File: src/rtl/crp16_alu_multiplier.sv
// Iterative 16x16 unsigned shift-and-add multiplier for the CRP16 ALU.
// One add-and-shift per cycle; the 32-bit product is ready 16 cycles after a start is accepted.
module crp16_alu_multiplier (
    input  logic        clock,
    input  logic        reset,
    input  logic        start,
    input  logic [15:0] x,
    input  logic [15:0] y,
    output logic        busy,
    output logic        done,
    output logic [31:0] p_out,
    output logic        ovf
);

    typedef enum logic [1:0] {IDLE, RUN, DONE} state_t;

    state_t      state;
    logic [15:0] mcand;
    logic [15:0] acc_hi;
    logic [15:0] acc_lo;
    logic [3:0]  count;
    logic [16:0] sum;

    // The adder's carry-out lands in sum[16] and becomes the top bit after the shift.
    always_comb begin
        sum = {1'b0, acc_hi};
        if (acc_lo[0]) begin
            sum = {1'b0, acc_hi} + {1'b0, mcand};
        end
    end

    always_ff @(posedge clock or posedge reset) begin
        if (reset) begin
            state  <= IDLE;
            busy   <= 1'b0;
            done   <= 1'b0;
            p_out  <= 32'd0;
            ovf    <= 1'b0;
            mcand  <= 16'd0;
            acc_hi <= 16'd0;
            acc_lo <= 16'd0;
            count  <= 4'd0;
        end else begin
            case (state)
                IDLE, DONE: begin
                    done <= 1'b0;
                    if (start) begin
                        mcand  <= x;
                        acc_hi <= 16'd0;
                        acc_lo <= y;
                        count  <= 4'd0;
                        busy   <= 1'b1;
                        state  <= RUN;
                    end else begin
                        state <= IDLE;
                    end
                end
                RUN: begin
                    acc_hi <= sum[16:1];
                    acc_lo <= {sum[0], acc_lo[15:1]};
                    count  <= count + 4'd1;
                    // Last iteration: publish the shifted 33-bit value as the product.
                    if (count == 4'd15) begin
                        p_out <= {sum[16:0], acc_lo[15:1]};
                        ovf   <= |sum[16:1];
                        busy  <= 1'b0;
                        done  <= 1'b1;
                        state <= DONE;
                    end
                end
                default: begin
                    state <= IDLE;
                    busy  <= 1'b0;
                    done  <= 1'b0;
                end
            endcase
        end
    end

endmodule

File: config.mk
export PLATFORM = sky130hd
export DESIGN_NAME = crp16_alu_multiplier
export DESIGN_NICKNAME = d
export VERILOG_FILES = /design/src/rtl/crp16_alu_multiplier.sv
export SDC_FILE = /design/constraint.sdc
export NUM_CORES = 1
export LEC_CHECK = 0
export BUFFER_PORTS_ARGS = -buffer_cell sky130_fd_sc_hd__buf_2
export CORE_ASPECT_RATIO = 1.75
export CORE_UTILIZATION = 55
export DETAILED_ROUTE_END_ITERATION = 6
export MAX_ROUTING_LAYER = met4
export PLACE_DENSITY = 0.88
export SLEW_MARGIN = 5
export SYNTH_ARGS = -nofsm -noshare
export SYNTH_HDL_FRONTEND = slang
export SYNTH_SLANG_ARGS = --single-unit
File: constraint.sdc
create_clock -name clock -period 6.7 [get_ports clock]
set_input_delay 2.01 -clock clock [delete_from_list [all_inputs] [get_ports clock]]
set_output_delay 2.01 -clock clock [all_outputs]
set_load 0.01 [all_outputs]
== After elaboration in Yosys (flattened, before gate mapping) ==
Index checks and enable logic that the tools add are counted.
Storage, ports and cells
  memory bits (writable): 0
  word-level logic and storage cells: 39
  output and inout port bits: 35
  input bits: 35
  memory bits (read-only): 0
  latch bits: 0
  bits in registers: 89
  memories: 0
Operators by class
  reductions and logical operators: 8
  order comparisons: 0
  div/mod/pow operators: 0
  $mul: 0
  add/subtract/negate cells: 2
  equality and inequality tests: 5
  bitwise logic cells: 0
  multiplexer cells: 15
  shift operators: 0
Operator list (count)
  16-bit case mux with 2 select lines: 2
  16-bit two-way mux: 2
  16-bit by 16-bit adder with 17-bit output: 1
  17-bit two-way mux: 1
  16-bit OR reduction: 1
  4-bit case mux with 2 select lines: 1
  2-bit AND reduction: 4
  1-bit two-way mux: 5
  4-bit by 1-bit adder with 4-bit output (second input constant): 1
  4-bit == test (second input constant): 1
  4-bit two-way mux: 1
  2-bit != test (second input constant): 2
  2-bit case mux with 2 select lines: 1
  2-bit by 1-bit == test with 1-bit output (second input constant): 1
  2-bit == test (second input constant): 1
  2-bit logical NOT: 1
  2-bit two-way mux: 1
  1-bit case mux with 2 select lines: 1
  2-bit nonzero test: 1
  2-bit OR reduction: 1

== Longest topological paths before layout ==
  depth after elaboration: 4
  depth in mapped cells: 10

== Least setup slack after synthesis ==
Ideal clock, no wire load.
  path type: in2reg
  start point: in start
  end point: reg count[2]
  cell stages on the path: 6
  library setup time: 83 ps
  data arrival time: 2970 ps
  required time: 6617 ps
  path buffers: 2
  path slack: 3648 ps
  cell sequence: nor2b_1 -> clkbuf_1 -> nor2_1 -> clkbuf_1 -> o21ai_0 -> o21ai_0
Between the ends
  longest elaborated chain between the ends: 2
RTL lines
  from (decl): line 6  | input logic start,
  2-bit != test (no line)
  2-bit AND reduction (no line)
  to (signal assigned): line 61  | count <= count + 4'd1;
  to (decl): line 21  | logic [3:0] count;
Every way passes these cells.
A chain may end at the register's enable or synchronous reset.

== Final worst setup path ==
  start point: reg state[1]
  end point: reg ovf
Between the ends
  longest elaborated chain between the ends: 2
RTL lines
  from (decl): line 17  | state_t state;
  from (signal assigned): line 34  | state <= IDLE;
  from (signal assigned): line 53  | state <= RUN;
  from (signal assigned): line 55  | state <= IDLE;
  2-bit by 1-bit == test with 1-bit output: line 44  | case (state)
  2-bit AND reduction (no line)
  to (signal assigned): line 65  | ovf <= |sum[16:1];
  to (decl): line 12  | output logic ovf
Every way passes these cells.

==> flow_summary.toml <==
[grt]
track_usage_pct = 27.7
grt_max_degree = 89
antenna_found_initial = 0
grt_pass1_wl_microns = 17300
gr-total-overflow = 0
grt_pass1_vias = 3647

[clock_tree]
cts_tree = "done"
cts_hold_buffers = 0
root_buffer = "clkbuf_16"
cts_buffers = 9
htreeDepth = 3
insertion_delay_ps = 340
clock-sinks = 88
ctsResizeCount = 0
cts_max_path_buffers = 2
clk_pin_slew_ps = 70
postCtsSetupBuffers = 0

[run_status]
status = "finished clean"

[critical_path]
cp_common_cell = "and4_1"
cp-start-kind = "register"
crit_fanout = 44
max_stage_delay_ps = 730
crit_path_cell_trace = "nand2b_1, or2_2, inv_1, and4_1, nand4_1, nor4_2, and4_1, a31oi_1"
slowest_stage = "or2_2"
critPathCaptureType = "register"
critPathKind = "register to register"
cp.required_ps = 6910
crit_arrival_ps = 3560

[routing]
initialDrtViolationCount = 339
antenna_left = 0
drtPass1Iterations = 7
met2_length_microns = 5650
top_layer = "met4"
wl_met1_microns = 4120
drc = 0
wl_met3_microns = 337
via_count = 3621
avgViaCountPerCell = 5.83
wl_per_cell_microns = 16.8
routed_wl_microns = 10500

[sta]
fmax_mhz = 298
min_period_over_period_pct = 50.0
hold_ws_ps = 471
fin_crit_ps = 3350
tightest_slew_ps = 1100
finalWorstSetupSlack_ps = 3350
final_max_slew_viol_count = 0
fin_skew_ps = 5.63
slew_headroom_pct = 26.6
rsz0062_at_grt = "no"
hold_viol = 0
final-setup-viol-count = 0
finalSetupTns_ps = 0

[synthesis]
synth_area_sq_mm = 0.00434
synthFlopType = "dfrtp_1"
synth_edf_count = 0
yosysWarnings = 0
seq_area_frac_synth_pct = 50.7
synth.net_count = 521
synth_cell_type_count = 51
synthArstFlopShare_pct = 100
netlist_instances = 468
synth-seq-cells = 88
syn_area_per_cell_sq_um = 9.27

[hold_path]
hold_class = "register to register"

[place]
placed_cell_area_sq_mm = 0.00472
hpwl_microns = 7210
gp_congestion = 0.908
io_buffers = 69
preCtsSetupSlack_ps = 3290

[finish]
diodes = 0
synthToLayoutAreaGrowth_pct = 16.7
drive_gt1_share_pct = 20.3
final_cell_mix = "nand2_1, dfrtp_1, buf_2"
final_nets = 581
final_common_cell = "nand2_1"
n_fill_cell = 610
design_area_sq_mm = 0.00507

[power]
combPwrFrac_pct = 46.8
p_int_mw = 1.72
sw_frac_of_total_pct = 41.7
clockPowerShare_pct = 19.9
p_seq_share_pct = 33.3
p_sw_mw = 1.23
peakVddDrop_v = 0.000351
leakage_nw = 2.59
p_per_area_mw_per_mm2 = 581

[floorplan]
ios = 70
die_w_microns = 69.2
num_rows = 42
dieArea_sq_mm = 0.00826
die_y_microns = 120
initial_core_util_pct = 57.0
core_area_sq_mm = 0.00762

[job]
cap_violations = 0
-- flip-flops by register name (all words and copies together) (netlist names) --
name	flops
acc_hi	16
mcand	16
acc_lo	16
p_out	32
busy	1
ovf	1
state	2
count	4
-- worst paths after layout --
check / startpoint / to / slack (ps) / cells past startpoint
max reg2reg: state[1] / ovf / 3350 / 8
min in group asynchronous: reset / p_out[30] / 1990 / 3
max in group asynchronous: reset / mcand[6] / 3980 / 3
min reg2reg: p_out[22] / p_out[22] / 470 / 2
max: state[1] / ovf / 3350 / 8
min: p_out[22] / p_out[22] / 470 / 2
-- kinds of logic after synthesis --
| kind of cell | count (synthesis) | synth area share, % |
|---|---|---|
| muxes | 10 | 2.36 |
| adders and majority gates | 18 | 5.36 |
| DFF | 88 | 50.7 |
| and+or+nand+nor | 210 | 20.0 |
| xor gates and xnor gates | 11 | 2.22 |
| buffers and inverters | 27 | 2.91 |
| AOI/OAI and AO/OA | 104 | 16.4 |
-- critical path, delay by kind of cell, from the launching register on --
kind,cells,cell delay (ps)
buf+inv,1,710
flops,1,410
compound gates,1,80
simple gates,6,2000
-- synth_stat cells, types with 3 or more instances --
cell      count  share of area [%]
clkbuf_1     18                1.6
dfrtp_1      88                 51
a211oi_1      6                1.0
o21ai_0      35                4.0
a31oi_1       3               0.43
nand3_1       4               0.46
inv_1         3               0.26
and4_1        3               0.61
nand2_1     167                 14
a21o_1        9                1.6
nor3_1        4               0.46
nor2_1       14                1.2
nand4_1       5               0.72
a22oi_1      15                2.6
a22o_1        4               0.81
ha_1         17                4.9
a21oi_1      11                1.3
mux2i_1       8                1.8
xnor2_1       9                1.8
nand2b_1      4               0.58
-- final cells by class --
| class | count | area, sq um | area share (%) |
|---|---|---|---|
| Sequential cell | 88 | 2200 | 43.5 |
| Multi-Input combinational cell | 353 | 2020 | 39.9 |
| Timing Repair Buffer | 72 | 368 | 7.26 |
| Clock buffer | 9 | 225 | 4.44 |
| Clock inverter | 7 | 126 | 2.49 |
| Tap cell | 88 | 110 | 2.17 |
| Inverter | 4 | 16.3 | 0.321 |
-- power groups by stage --
stage	Clock [mW]	Sequential (mW)	Combinational, mW
final	0.586	0.981	1.38
after global routing	0.614	1.01	1.54
after CTS	0.594	0.980	1.38
after detailed placement	0	0.985	1.37
after global placement	0	0.972	1.33
after floorplan	0	0.961	1.01
-- per-layer routing --
layer	GRT usage [%]	vias to the layer above
li1	-	1723
met1	31.1	1764
met2	48.2	110
met3	3.11	24
met4	14.2	0
met5	-	-
-- metrics by stage --
stage	std cells	power [mW]	utilization [%]
finish	621	2.95	66.5
global route	621	3.16	66.5
detailed placement	605	2.35	61.9
floorplan	468	1.97	-
CTS	621	2.96	66.5
global placement	605	2.30	61.9
Note: power is estimated with default switching activity, not from simulation.
